<file path="src/rtl/alu_seq_pkg.sv">
// Shared opcode/state encodings for the sequential ALU (alu_seq).
// ALU_SEQ_MULDIV_EN selects whether the iterative opcodes are live.
package alu_seq_pkg;

  typedef enum logic [3:0] {
    OP_AND  = 4'd0,
    OP_OR   = 4'd1,
    OP_ADD  = 4'd2,
    OP_SUB  = 4'd6,
    OP_SLTU = 4'd7,
    OP_MULU = 4'd8,
    OP_DIVU = 4'd9,
    OP_REMU = 4'd10,
    OP_NOR  = 4'd12
  } alu_op_e;

  typedef enum logic [1:0] {
    ST_IDLE = 2'd0,
    ST_BUSY = 2'd1,
    ST_DONE = 2'd2
  } alu_state_e;

  // One bit per opcode; set for MULU/DIVU/REMU (codes 8..10).
  localparam logic [15:0] ALU_OP_IS_ITER = 16'h0700;

endpackage

</file>
<file path="src/rtl/alu_seq_if.sv">
// Operand/result handshake bundle between the execute stage and alu_seq.
interface alu_seq_if #(
  parameter int W = 8
);
  logic         in_valid;
  logic         in_ready;
  logic [W-1:0] a;
  logic [W-1:0] b;
  logic [3:0]   alu_ctrl;
  logic         out_valid;
  logic         out_ready;
  logic [W-1:0] alu_o;
  logic [W-1:0] alu_hi;
  logic         cout;
  logic         zero;
  logic         err;

  modport master (
    output in_valid, a, b, alu_ctrl, out_ready,
    input  in_ready, out_valid, alu_o, alu_hi, cout, zero, err
  );

  modport slave (
    input  in_valid, a, b, alu_ctrl, out_ready,
    output in_ready, out_valid, alu_o, alu_hi, cout, zero, err
  );
endinterface

</file>
<file path="src/rtl/alu_muldiv_iter.sv">
// W-step shift-add multiplier and restoring divider shared on one register pair.
// Only instantiated when ALU_SEQ_MULDIV_EN is defined.
module alu_muldiv_iter
  import alu_seq_pkg::*;
#(
  parameter int W = 8
) (
  input  logic         clk,
  input  logic         rst,
  input  logic         start,
  input  alu_op_e      op,
  input  logic [W-1:0] a,
  input  logic [W-1:0] b,
  output logic [W-1:0] lo,
  output logic [W-1:0] hi,
  output logic         dbz,
  output logic         done
);

  localparam int CW = $clog2(W);

  logic          busy;
  logic [CW-1:0] cnt;
  alu_op_e       op_r;
  logic [W-1:0]  b_r;
  logic [W-1:0]  acc_hi;
  logic [W-1:0]  acc_lo;
  logic [W:0]    mul_sum;
  logic [W:0]    div_sh;
  logic [W-1:0]  div_diff;
  logic          div_ge;

  // Multiply: {acc_hi, acc_lo} is partial product over the remaining multiplier bits.
  // Divide: acc_hi is the running remainder, acc_lo shifts dividend out and quotient in.
  assign mul_sum  = {1'b0, acc_hi} + (acc_lo[0] ? {1'b0, b_r} : '0);
  assign div_sh   = {acc_hi, acc_lo[W-1]};
  assign div_ge   = div_sh >= {1'b0, b_r};
  assign div_diff = div_sh[W-1:0] - b_r;

  always_ff @(posedge clk) begin
    if (rst) begin
      busy <= 1'b0;
      cnt  <= '0;
    end else if (start) begin
      busy <= 1'b1;
      cnt  <= CW'(W - 1);
    end else if (busy) begin
      if (cnt == '0) busy <= 1'b0;
      else           cnt  <= cnt - 1'b1;
    end
  end

  always_ff @(posedge clk) begin
    if (start) begin
      op_r   <= op;
      b_r    <= b;
      acc_hi <= '0;
      acc_lo <= a;
    end else if (busy) begin
      if (op_r == OP_MULU) begin
        acc_hi <= mul_sum[W:1];
        acc_lo <= {mul_sum[0], acc_lo[W-1:1]};
      end else begin
        acc_hi <= div_ge ? div_diff : div_sh[W-1:0];
        acc_lo <= {acc_lo[W-2:0], div_ge};
      end
    end
  end

  // done flags the final step; the result registers are frozen after it.
  assign done = busy && (cnt == '0);
  assign lo   = (op_r == OP_REMU) ? acc_hi : acc_lo;
  assign hi   = (op_r == OP_MULU) ? acc_hi : '0;
  assign dbz  = (op_r != OP_MULU) && (b_r == '0);

endmodule

</file>
<file path="src/rtl/alu_seq.sv">
// Handshaked execute-stage ALU: single-cycle logic/add/sub/compare plus optional
// iterative MULU/DIVU/REMU enabled by ALU_SEQ_MULDIV_EN.
module alu_seq
  import alu_seq_pkg::*;
#(
  parameter int W = 8
) (
  input  logic      clk,
  input  logic      rst,
  alu_seq_if.slave  bus
);

  localparam logic [1:0] IDLE = ST_IDLE;
  localparam logic [1:0] BUSY = ST_BUSY;
  localparam logic [1:0] DONE = ST_DONE;

  // Packed as {err, cout, result}; unknown opcodes give result 0 and err.
  function automatic logic [W+1:0] calc(input logic [3:0] op,
                                        input logic [W-1:0] x,
                                        input logic [W-1:0] y);
    logic [W:0]   s;
    logic [W-1:0] r;
    logic         c;
    logic         e;
    s = '0;
    r = '0;
    c = 1'b0;
    e = 1'b0;
    case (op)
      OP_AND:  r = x & y;
      OP_OR:   r = x | y;
      OP_ADD: begin
        s = {1'b0, x} + {1'b0, y};
        r = s[W-1:0];
        c = s[W];
      end
      OP_SUB: begin
        r = x - y;
        c = x < y;
      end
      OP_SLTU: r = {{(W-1){1'b0}}, (x < y)};
      OP_NOR:  r = ~(x | y);
      default: e = 1'b1;
    endcase
    return {e, c, r};
  endfunction

  logic [1:0]   state;
  logic         in_ready_r;
  logic         out_valid_r;
  logic         sel_eng;
  logic [W-1:0] res_lo;
  logic         res_cout;
  logic         res_zero;
  logic         res_err;
  logic         accept;
  logic         iter_go;
  logic [W+1:0] sc;
  logic [W-1:0] eng_lo;
  logic [W-1:0] eng_hi;
  logic         eng_dbz;
  logic         eng_done;

  assign accept = (state == IDLE) && in_ready_r && bus.in_valid;
  assign sc     = calc(bus.alu_ctrl, bus.a, bus.b);

`ifdef ALU_SEQ_MULDIV_EN
  assign iter_go = accept && ALU_OP_IS_ITER[bus.alu_ctrl];

  alu_muldiv_iter #(.W(W)) u_iter (
    .clk   (clk),
    .rst   (rst),
    .start (iter_go),
    .op    (alu_op_e'(bus.alu_ctrl)),
    .a     (bus.a),
    .b     (bus.b),
    .lo    (eng_lo),
    .hi    (eng_hi),
    .dbz   (eng_dbz),
    .done  (eng_done)
  );
`else
  assign iter_go  = 1'b0;
  assign eng_lo   = '0;
  assign eng_hi   = '0;
  assign eng_dbz  = 1'b0;
  assign eng_done = 1'b0;
`endif

  // in_ready is a register so it stays low for the cycle after reset is released.
  always_ff @(posedge clk) begin
    if (rst) begin
      state       <= IDLE;
      in_ready_r  <= 1'b0;
      out_valid_r <= 1'b0;
      sel_eng     <= 1'b0;
      res_lo      <= '0;
      res_cout    <= 1'b0;
      res_zero    <= 1'b0;
      res_err     <= 1'b0;
    end else begin
      case (state)
        IDLE: begin
          if (accept) begin
            in_ready_r <= 1'b0;
            sel_eng    <= 1'b0;
            if (iter_go) begin
              state <= BUSY;
            end else begin
              state       <= DONE;
              out_valid_r <= 1'b1;
              res_lo      <= sc[W-1:0];
              res_cout    <= sc[W];
              res_err     <= sc[W+1];
              res_zero    <= (sc[W-1:0] == '0);
            end
          end else begin
            in_ready_r <= 1'b1;
          end
        end
        BUSY: begin
          if (eng_done) begin
            state       <= DONE;
            out_valid_r <= 1'b1;
            sel_eng     <= 1'b1;
          end
        end
        DONE: begin
          if (bus.out_ready) begin
            state       <= IDLE;
            out_valid_r <= 1'b0;
            in_ready_r  <= 1'b1;
          end
        end
        default: begin
          state      <= IDLE;
          in_ready_r <= 1'b0;
        end
      endcase
    end
  end

  // Iterative results are read straight from the frozen engine registers.
  assign bus.in_ready  = in_ready_r;
  assign bus.out_valid = out_valid_r;
  assign bus.alu_o     = sel_eng ? eng_lo : res_lo;
  assign bus.alu_hi    = sel_eng ? eng_hi : '0;
  assign bus.cout      = sel_eng ? 1'b0 : res_cout;
  assign bus.zero      = sel_eng ? (eng_lo == '0) : res_zero;
  assign bus.err       = sel_eng ? eng_dbz : res_err;

endmodule

</file>
<file path="src/flat_wrapper.sv">
// flat-port wrapper written by rule: the top's interface ports become plain ports
module alu_seq_flat import alu_seq_pkg::*;
#(
  parameter int W = 8
)
  (clk, rst, bus_in_valid, bus_a, bus_b, bus_alu_ctrl, bus_out_ready, bus_in_ready, bus_out_valid, bus_alu_o, bus_alu_hi, bus_cout, bus_zero, bus_err);
  alu_seq_if #(.W(W)) bus_i ();
  input  logic clk;
  input  logic rst;
  input wire logic [$bits(bus_i.in_valid)-1:0] bus_in_valid;
  input wire logic [$bits(bus_i.a)-1:0] bus_a;
  input wire logic [$bits(bus_i.b)-1:0] bus_b;
  input wire logic [$bits(bus_i.alu_ctrl)-1:0] bus_alu_ctrl;
  input wire logic [$bits(bus_i.out_ready)-1:0] bus_out_ready;
  output wire logic [$bits(bus_i.in_ready)-1:0] bus_in_ready;
  output wire logic [$bits(bus_i.out_valid)-1:0] bus_out_valid;
  output wire logic [$bits(bus_i.alu_o)-1:0] bus_alu_o;
  output wire logic [$bits(bus_i.alu_hi)-1:0] bus_alu_hi;
  output wire logic [$bits(bus_i.cout)-1:0] bus_cout;
  output wire logic [$bits(bus_i.zero)-1:0] bus_zero;
  output wire logic [$bits(bus_i.err)-1:0] bus_err;
  assign bus_i.in_valid = bus_in_valid;
  assign bus_i.a = bus_a;
  assign bus_i.b = bus_b;
  assign bus_i.alu_ctrl = bus_alu_ctrl;
  assign bus_i.out_ready = bus_out_ready;
  assign bus_in_ready = bus_i.in_ready;
  assign bus_out_valid = bus_i.out_valid;
  assign bus_alu_o = bus_i.alu_o;
  assign bus_alu_hi = bus_i.alu_hi;
  assign bus_cout = bus_i.cout;
  assign bus_zero = bus_i.zero;
  assign bus_err = bus_i.err;
  alu_seq #(.W(W)) u_core (.clk(clk), .rst(rst), .bus(bus_i));
endmodule
</file>
<file path="config.mk">
export PLATFORM = sky130hd
export DESIGN_NAME = alu_seq_flat
export DESIGN_NICKNAME = d
export VERILOG_FILES = /design/src/rtl/alu_seq_pkg.sv /design/src/rtl/alu_seq_if.sv /design/src/rtl/alu_muldiv_iter.sv /design/src/rtl/alu_seq.sv /design/src/flat_wrapper.sv
export SDC_FILE = /design/constraint.sdc
export NUM_CORES = 1
export LEC_CHECK = 0
export ABC_AREA = 0
export BUFFER_PORTS_ARGS = -buffer_cell sky130_fd_sc_hd__buf_2
export CAP_MARGIN = 40
export CELL_PAD_IN_SITES_DETAIL_PLACEMENT = 0
export CELL_PAD_IN_SITES_GLOBAL_PLACEMENT = 1
export CORE_MARGIN = 2
export CORE_UTILIZATION = 42
export DETAILED_ROUTE_END_ITERATION = 12
export GPL_TIMING_DRIVEN = 1
export MAX_ROUTING_LAYER = met4
export PLACE_DENSITY = 0.9
export SYNTH_ARGS = -nofsm -noshare
export SYNTH_HDL_FRONTEND = slang
export SYNTH_HIERARCHICAL = 1
export SYNTH_SLANG_ARGS = --single-unit
</file>
<file path="constraint.sdc">
create_clock -name clk -period 6.4 [get_ports clk]
set_input_delay 1.92 -clock clk [delete_from_list [all_inputs] [get_ports clk]]
set_output_delay 1.92 -clock clk [all_outputs]
set_load 0.03 [all_outputs]
</file>
=== Word-level counts from Yosys, hierarchy flattened ===
Index checks and enable logic that the tools add are counted.

* Flip-flop bits (word level): 15
* Logic and storage cells: 46
* Input port bits: 24

* Equality and inequality tests: 9
* Bitwise operators: 4
* Multiplexer cells: 12
* Add/sub/neg operators: 2
* Order comparisons: 1
* Reductions and logical operators: 11

{| class="wikitable"
|+ Operators by type and width
! cell !! number
|-
| 8-bit case mux with 6 select lines || 1
|-
| 8-bit by 8-bit adder with 9-bit output || 1
|-
| 8-bit bitwise AND || 1
|-
| 4-bit by 3-bit == test with 1-bit output, second input constant || 2
|-
| 8-bit zero test || 1
|-
| 8-bit less-than comparator || 1
|-
| 8-bit inverter || 1
|-
| 8-bit bitwise OR || 1
|-
| 8-bit subtractor || 1
|-
| 2-bit case mux with 3 select lines || 1
|-
| 3-bit AND reduction || 2
|-
| 6-bit OR reduction || 1
|-
| 1-bit 2-to-1 mux || 5
|-
| 4-bit by 1-bit == test with 1-bit output, second input constant || 1
|-
| 4-bit by 2-bit == test with 1-bit output, second input constant || 1
|-
| 4-bit == test, second input constant || 1
|-
| 4-bit zero test || 1
|-
| 2-bit 2-to-1 mux || 2
|-
| 1-bit case mux with 2 select lines || 2
|-
| 2-bit AND reduction || 2
|-
| 1-bit case mux with 3 select lines || 1
|-
| 2-bit by 1-bit == test with 1-bit output, second input constant || 1
|-
| 2-bit == test, second input constant || 1
|-
| 1-bit logical AND || 2
|-
| other kinds (5) || 5
|}

=== Longest topological paths before layout ===
Gate-level depths: netlist (run 1).

* Depth in word-level cells: 5
* Gate-level depth with buffers: 11
* Mapped depth without buffers: 11

=== Worst setup path after synthesis (run 1) ===
OpenSTA, ideal clock, no wires.

* Path type: input port to flip-flop
* Start: input bus_a[0]
* End: register u_core.res_zero
* Arrival: 3.756 ns
* Path slack: 2.549 ns
* Stages: 9
* Path through: ha_1 -> fa_1 -> a21o_1 -> a221oi_2 -> xor2_1 -> o22ai_1 -> a21oi_1 -> nand2_1 -> o41ai_2

* Cells in the longest elaborated chain, start to end: 4

{| class="wikitable"
|+ RTL lines
! element !! RTL line !! text
|-
| start, declared || flat_wrapper.sv:11 || <nowiki>input wire logic [$bits(bus_i.a)-1:0] bus_a;</nowiki>
|-
| branches (longest 2 deep; another with 8-bit subtractor) || -- ||
|-
| 8-bit case mux with 6 select lines * || alu_seq.sv:29 || <nowiki>case (op)</nowiki>
|-
| 8-bit zero test * || alu_seq.sv:115 || <nowiki>res_zero <= (sc[W-1:0] == '0);</nowiki>
|-
| end signal, assigned || alu_seq.sv:115 ||
|-
| end, declared || alu_seq.sv:54 || <nowiki>logic res_zero;</nowiki>
|}

Every way passes the cells marked *.
A chain may end at the register's enable or synchronous reset.

=== Final worst setup path (run 1) ===
* Start: input bus_a[5]
* End: register u_core.res_zero

Same word-level chain as after synthesis.

==> metrics, run 1 <==
Synth Area in Compound Gates=26.6%; synthesis-stage register bit count=13; FMAX=0.253 GHz; leakage power=0.000984 µW; Synth Area in XOR/XNOR=1.93%; Util after Layout=49.0%; die width=69.8 µm; RR Startpoint=u_core/bus.out_valid; CP endpoint kind=register; Worst Hold End=u_core/res_err; Post-DRT Antenna Nets=0; CTS tree=built; CTS H-tree lvls=1; residual DRC count=0; initial antenna violation count=0; # setup viols final=0; clk_skew=5.49 ps; Max Cap Viol=0; total gr overflow=0; yosys warns=6; Port Buf Inserts=36; Max FO, Critical Path=11; Slowest-stage cell, CP=ha_1; Starting Density=44.5%; Layout area overhead=9.97%; layout cells sized above 1=21.3%; max incr delay on CP=490 ps; mux contribution to synthesized area=1.72%; IR drop worst, VDD=0.0000671 V; RSZ-0062 raised after global routing=false; wire length on met1=1990 µm; Least-Margin Pin Slew=877 ps; most frequent cells in the layout=36 x buf_2, 26 x nor2_1, 25 x ha_1; vias in the first global route=1,606; Synth Flop Type=dfxtp_1; post_cts resized=0; hold_ws=481 ps; Cell variety after synth=62; CTS clk-pin slew, worst paths=60 ps; hold depth=2; met2 wire len=1960 µm; via count=1,703; CTS sink count=13; DP Area=1950 µm²; # diodes=0; first-pass iteration count of the detailed router=4; worst path cell trace=buf_2 -> inv_1 -> ha_1 -> and3_1 -> nor3b_1 -> or4bb_1 -> a21oi_1 -> nor4b_4 -> nand2_1 -> o41ai_2; Iter 0 DRT Violations=82; Seq/Total Area, Yosys=14.3%; Hold Startpoint=u_core/res_err; Cells after Synth=228; Post-synth EDFFs=0; Setup CP Type=in -> reg; largest family of logic cells by synthesized area=compound AO/OA/AOI/OAI gates; cts hold-fix bufs=0; Worst EP arrival=4110 ps; Cell Rows=23; worst slack at placement=2250 ps; flop-to-flop setup slack=4610 ps; final instance area=2000 µm²; routed vias/inst=5.62; Critical Path RT=6550 ps; reg-to-reg endpoint=u_core/res_zero; setup TNS=0 ps; pin count of the biggest net entering global routing=21; Hold Crit Class=reg -> reg; post-route minimum period=3950 ps; Max-Slew Margin vs Limit=41.3%; Final WS setup=2450 ps; leading cell type in the layout, fill and taps excluded=buf_2; die area=4870 µm²; total track usage=18.2%; pwr/cell area=149 nW/µm²; deepest clock path buffer count=2; # IOs=45; Core Area=4090 µm²; Final Net Count=305; final wirelength=4160 µm; Die Span Y=69.8 µm; Syn Area/Cell=7.98 µm²; wire length on met3=201 µm; total CTS buffers=3; Post-Synth Adder-Cell Area=19.4%; Synth Cell Area=1820 µm²; crit path from=bus_a[5]; Async SR Flop Fraction=0%; CP Launch Type=input pin; Slew Limit Fails=0; Final Hold Vio Count=0; Final period util=61.8%; worst skew pair latency=240 ps; clk root buf=clkbuf_8; max layer used=met4; outcome=finished clean; setup bufs post-CTS=0; global-route wire length before repair=7310 µm; RePlAce Congestion=0.931; drt wl/cell=13.7 µm; post-detail-place hpwl=3310 µm; worst r2r path cells=4; Post-Synth Simple-Gate Area=24.0%
[worst max path at each step]
stage | end
finish | u_core/res_zero
global route | u_core/res_zero
CTS | u_core/res_zero
detailed placement | u_core/res_zero
global placement | u_core/res_zero
floorplan | u_core/res_zero
[per-layer routing]
layer / vias up / global-route usage (%)
met3: 2 / 2.76
met5: - / -
met4: 0 / 2.78
met2: 54 / 29.5
li1: 855 / -
met1: 792 / 24.6
[cells by family (layout without fill, tap and decap cells)]
| group | Yosys count | after routing |
|---|---|---|
| XOR/XNOR | 4 | 4 |
| multiplexers | 3 | 3 |
| AO/OA/AOI/OAI | 64 | 64 |
| AND/OR/NAND/NOR | 73 | 73 |
| buffers and inverters | 43 | 61 |
| adder cells (fa/ha/maj) | 27 | 27 |
| other | 1 | 8 |
| flip-flops | 13 | 13 |
[cell type report]
class	instances	area [µm²]
multi-input cells	179	1370
clock buffers	3	41.3
flip-flops and latches	13	260
repair buffers	36	180
inverters	21	81.3
clock inverters	1	5.00
well taps	50	62.6
fillers	428	2090
[synth_stat cells, types with 2 or more instances]
| cell | number | share of area, % |
|---|---|---|
| ha_1 | 25 | 17 |
| o21ai_0 | 3 | 0.83 |
| buf_2 | 5 | 1.4 |
| o221ai_1 | 2 | 0.96 |
| nand2_1 | 8 | 1.7 |
| nor3b_1 | 3 | 1.2 |
| a21o_1 | 5 | 2.1 |
| o22ai_1 | 5 | 1.7 |
| dfxtp_1 | 13 | 14 |
| inv_1 | 20 | 4.1 |
| a211oi_1 | 7 | 2.9 |
| clkbuf_1 | 7 | 1.4 |
| xor2_1 | 3 | 1.4 |
| a21oi_1 | 12 | 3.3 |
| buf_4 | 8 | 3.3 |
| nor4b_2 | 2 | 1.7 |
| fa_1 | 2 | 2.2 |
| o21ai_1 | 2 | 0.55 |
| o21bai_1 | 3 | 1.2 |
| nor2b_1 | 2 | 0.69 |
| or3_1 | 3 | 1.0 |
| and3_1 | 4 | 1.4 |
| buf_6 | 2 | 1.2 |
| mux2i_1 | 2 | 1.1 |
| nor4_2 | 2 | 1.4 |
| nand3_1 | 4 | 1.1 |
| and3b_1 | 2 | 0.96 |
| nor2_1 | 26 | 5.4 |
| a22oi_1 | 6 | 2.5 |
| nor3_1 | 4 | 1.1 |
| o22a_1 | 2 | 0.96 |
| nand3b_1 | 4 | 1.7 |
[per-stage QoR]
step	instances	power, µW
floorplan	235	196
global placement	299	223
detailed placement	299	225
CTS	303	299
global route	303	318
finish	303	297
[flip-flops by register name (all words and copies together), names as in the netlist]
signal / flops
u_core/bus.in_ready: 1
u_core/bus.out_valid: 1
u_core/res_cout: 1
u_core/res_err: 1
u_core/res_lo: 8
u_core/res_zero: 1
[power breakdown]
part | internal (µW) | switching [µW]
Combinational | 49.6 | 84.8
Sequential | 86.8 | 2.83
Clock | 43.0 | 30.1
Total | 179 | 118
[worst max-delay path, delay by kind of cell]
kind	cells	cell delay, ps
buffers and inverters	2	140
and+or+nand+nor	5	1160
AOI/OAI and AO/OA	2	390
adders and majority gates	1	490
(Power assumes the default switching activity.)
==> run 2: changes to the inputs <==
Settings changed: CORE_UTILIZATION 42 to 39, PLACE_DENSITY 0.9 to 0.84.
Clock period 6.4 ns to 4 ns, I/O delays scaled along.
==> metrics, run 2 (synthesis gave the netlist of run 1 again) <==
total gr overflow=0; Flop pwr share=30.1%; leakage power=0.000999 µW; register area=260 µm²; Port Buf Inserts=36; hold_ws=488 ps; total track usage=16.7%; leading cell type in the layout, fill and taps excluded=buf_2; max reg flops=8; Slew Limit Fails=0; Iter 0 DRT Violations=76; CP Launch Type=input pin; combinational power share=45.8%; flop-to-flop setup slack=2460 ps; Core Area=4410 µm²; post-detail-place hpwl=3350 µm; residual DRC count=0; Post-DRT Antenna Nets=0; setup TNS=0 ps; # setup viols final=0; Die Span Y=72.3 µm; Max-Slew Margin vs Limit=51.4%; die width=72.3 µm; Final period util=81.7%; RePlAce Congestion=0.863; Hold Crit Class=reg -> reg; CTS clk-pin slew, worst paths=60 ps; RSZ-0062 raised after global routing=false; Non-Filler Instances=308; worst slack at placement=512 ps; max incr delay on CP=430 ps; Final Net Count=308; Layout area overhead=11.3%; CP endpoint kind=register; via count=1,664; Setup CP Type=in -> reg; # fillers=438; post-route minimum period=3270 ps; first-pass iteration count of the detailed router=4; worst path cell trace=buf_2 -> inv_1 -> ha_1 -> and3_1 -> nor3b_1 -> or4bb_1 -> a21oi_1 -> nor4b_4 -> nand2_1 -> o41ai_2; Net Sw Frac=39.2%; Max FO, Critical Path=10; initial antenna violation count=0; deepest clock path buffer count=2; switching power=186 µW; Final WS setup=732 ps; setup bufs post-CTS=0; final wirelength=4200 µm; cts hold-fix bufs=0; Slowest-stage cell, CP=ha_1; outcome=finished clean; Least-Margin Pin Slew=727 ps; most frequent cells in the layout=36 x buf_2, 26 x nor2_1, 25 x ha_1; clk root buf=clkbuf_8; drt wl/cell=13.6 µm; FMAX=0.306 GHz; multi-input logic area=1370 µm²; CTS H-tree lvls=1; layout cells sized above 1=22.3%; total CTS buffers=3; pwr/cell area=235 nW/µm²; # diodes=0; Clock Power Share=24.1%; pin count of the biggest net entering global routing=21; Worst EP arrival=3420 ps; Cell Rows=24; worst skew pair latency=240 ps; CTS sink count=13; CTS tree=built; Final Hold Vio Count=0; Critical Path RT=4150 ps; IR drop worst, VDD=0.000128 V; Util after Layout=45.9%; routed vias/inst=5.40; Max Cap Viol=0; post_cts resized=0; Cells after DPL=304; die area=5230 µm²; Starting Density=41.2%; # IOs=45; largest reg by FF count=u_core/res_lo; global-route wire length before repair=6880 µm; vias in the first global route=1,465; Int Power=289 µW; clk_skew=5.10 ps
run 2: cell types whose count changed in the layout (fill, tap and decap cells not counted), sizes merged:
cell and delta:
buf +3
run 2: worst max-delay path, delay by kind of cell:
family                   cells  cell delay, ps
buffers and inverters        2             140
AND/OR/NAND/NOR              5            1240
AO/OA/AOI/OAI                2             400
adder cells (fa/ha/maj)      1             430
run 2: path summary, 6_finish.rpt:
check	from	endpoint	cells past startpoint
setup reg to reg	u_core/bus.out_valid	u_core/res_zero	5
hold reg to reg	u_core/res_err	u_core/res_err	2
hold / removal	u_core/res_err	u_core/res_err	2
setup / recovery	bus_a[4]	u_core/res_zero	10
run 2: final cells by class:
cell class                 count  area share, %
timing repair buffer          39           10.0
multi-input combinational    179           67.6
clock buffer                   3           2.04
clock inverter                 1          0.247
tap                           52           3.21
sequential                    13           12.8
inverter                      21           4.01
run 2: stage by stage:
stage,total power (µW),area (µm²)
detailed placement,363,1980
finish,476,2030
global placement,361,1980
CTS,480,2030
floorplan,313,1850
global route,512,2030
run 2: routing by layer:
metal / routed length (µm) / GRT usage, % / vias up
met5: 0 / - / -
met4: 17 / 2.52 / 0
met3: 196 / 2.36 / 2
met2: 1990 / 25.8 / 46
met1: 2000 / 23.7 / 761
li1: - / - / 855
run 2: power groups by stage:
stage	logic, µW	clock network [µW]	registers, µW
floorplan	149	0	165
global placement	215	0	146
detailed placement	217	0	146
CTS	218	119	144
global route	243	124	145
finish	218	115	143
==> run 3: changes to the inputs <==
Settings changed: ABC_AREA 0 to 1, CORE_UTILIZATION 39 to 33, PLACE_DENSITY 0.84 to 0.82.
Clock period 4 ns to 2.8 ns, I/O delays scaled along.
==> metrics, run 3 <==
Cell variety after synth=27; Syn Area/Cell=5.83 µm²; worst skew pair latency=240 ps; switching power=268 µW; Cells after Synth=307; Synth Flop Type=dfxtp_1; CP Launch Type=input pin; # diodes=0; Power Total=664 µW; leakage power=0.00121 µW; multi-input logic area=1260 µm²; Max FO, Critical Path=3; Final Net Count=394; worst r2r path cells=11; via count=1,859; post-route minimum period=2380 ps; hold depth=2; share of the synthesized area in the top cell type=17.5%; CTS H-tree lvls=1; worst path cell trace=buf_2 -> inv_1 -> ha_1 -> inv_1 -> fa_1 -> xnor2_1 -> nand2_1 -> nand3_1 -> nor2_1 -> nand2_1 -> nor2_1 -> nand2_1 -> nor2_1 -> nand2_1 -> a21oi_1; Final period util=85.0%; pwr/cell area=323 nW/µm²; IR drop worst, VDD=0.000153 V; most frequent cells in the layout=68 x nand2_1, 53 x inv_1, 42 x nand3_1; CP top delay family=simple AND/OR/NAND/NOR gates; final wirelength=4440 µm; first-pass iteration count of the detailed router=4; Worst Path Buf+Inv=3; combinational power share=44.6%; Post-DRT Antenna Nets=0; most frequent cell after synthesis=nand2_1; Post-synth top cells=68 x nand2_1, 53 x inv_1, 42 x nand3_1; CTS clk-pin slew, worst paths=50 ps; final instance area=2050 µm²; post-detail-place hpwl=3690 µm; residual DRC count=0; pin count of the biggest net entering global routing=15; Final Hold Vio Count=0; DP Area=2010 µm²; Worst Hold End=u_core/res_err; max reg flops=8; Cell Rows=26; # IOs=45; global-route wire length before repair=7800 µm; Port Buf Inserts=36; Iter 0 DRT Violations=116; Int Power=396 µW; Final WS setup=420 ps; Seq/Total Area, Yosys=14.5%; Die Span Y=77.6 µm; reg-to-reg endpoint=u_core/res_zero; # fillers=565; hold_ws=471 ps; Max Cap Viol=0; Slew Limit Fails=0; largest reg by FF count=u_core/res_lo; post_cts resized=0; Net Sw Frac=40.4%; cts hold-fix bufs=0; Async SR Flop Fraction=0%; Clock Power Share=24.5%; clk_skew=2.43 ps; synth top area cells=ha_1 17%, dfxtp_1 15%, nand2_1 14%, nand3_1 12%, inv_1 11%; Flop pwr share=30.9%; Hold Crit Class=reg -> reg; flop-to-flop setup slack=1280 ps; Slowest-stage cell, CP=fa_1; clk root buf=clkbuf_8; CP endpoint kind=register; setup bufs post-CTS=0; cell taking the most area after synthesis=ha_1; Critical Path RT=2970 ps; Starting Density=34.6%; register area=260 µm²; yosys warns=6; RePlAce Congestion=0.852; Worst EP arrival=2550 ps; Hold Startpoint=u_core/res_err; setup TNS=0 ps; total track usage=15.8%; total gr overflow=0; CTS tree=built; most used cell, CP=nand2_1; die area=6030 µm²; die width=77.6 µm; Post-synth EDFFs=0; FMAX=0.420 GHz; synthesis-stage register bit count=13; vias in the first global route=1,667; Core Area=5170 µm²; deepest clock path buffer count=2; Setup CP Type=in -> reg; Layout area overhead=14.8%; leading cell type in the layout, fill and taps excluded=nand2_1; worst slack at placement=177 ps; routed vias/inst=4.51; CTS sink count=13; RR Startpoint=u_core/bus.in_ready; max incr delay on CP=390 ps; drt wl/cell=10.8 µm; total CTS buffers=3; Synth Cell Area=1790 µm²; initial antenna violation count=0; # setup viols final=0; outcome=finished clean; RSZ-0062 raised after global routing=false; layout cells sized above 1=13.5%
[run 3: cells by family after synthesis]
logic type	Yosys count	share of synthesized area, %
AOI/OAI and AO/OA	29	8.39
xor gates and xnor gates	1	0.490
adders and majority gates	27	19.7
buffers and inverters	69	16.6
DFF	13	14.5
other	1	0.210
and+or+nand+nor	167	40.1
[run 3: layer usage]
layer | part of all wire (%) | wire [µm] | GRT usage, %
met5 | 0 | 0 | -
met1 | 53 | 2350 | 22.9
met3 | 4.3 | 192 | 1.40
met2 | 42 | 1890 | 24.1
met4 | 0.18 | 8 | 2.68
[run 3: final cells by class]
cell class | instances | area share (%)
Clock buffer | 4 | 2.19
Inverter | 55 | 10.1
Tap cell | 70 | 4.27
Sequential cell | 13 | 12.7
Multi-Input combinational cell | 232 | 61.3
Timing Repair Buffer | 38 | 9.51
[run 3: worst max path at each step]
stage,from,end,slack [ps],depth (start not counted)
2_1_floorplan,bus_a[0],u_core/res_zero,500,14
3_3_place_gp,bus_a[0],u_core/res_zero,210,15
3_5_place_dp,bus_a[0],u_core/res_zero,180,15
4_1_cts,bus_a[0],u_core/res_zero,430,15
5_1_grt,bus_a[0],u_core/res_zero,240,14
6_report,bus_a[0],u_core/res_zero,420,15
[run 3: power groups by stage]
stage | Combinational, µW | Clock, µW | Sequential [µW]
2_1_floorplan | 194 | 0 | 236
3_3_place_gp | 293 | 0 | 209
3_5_place_dp | 294 | 0 | 209
4_1_cts | 295 | 169 | 205
5_1_grt | 336 | 181 | 207
6_report | 296 | 163 | 205
[run 3: worst min-delay path: stages, from the launching register on]
cell	delay, ps
dfxtp_1	310
nand2_1	60
a21oi_1	50
[run 3: per-stage QoR]
stage | std cells | utilization (%)
2_1_floorplan | 314 | -
3_3_place_gp | 408 | 38.8
3_5_place_dp | 408 | 38.8
4_1_cts | 412 | 39.7
5_1_grt | 412 | 39.7
6_report | 412 | 39.7
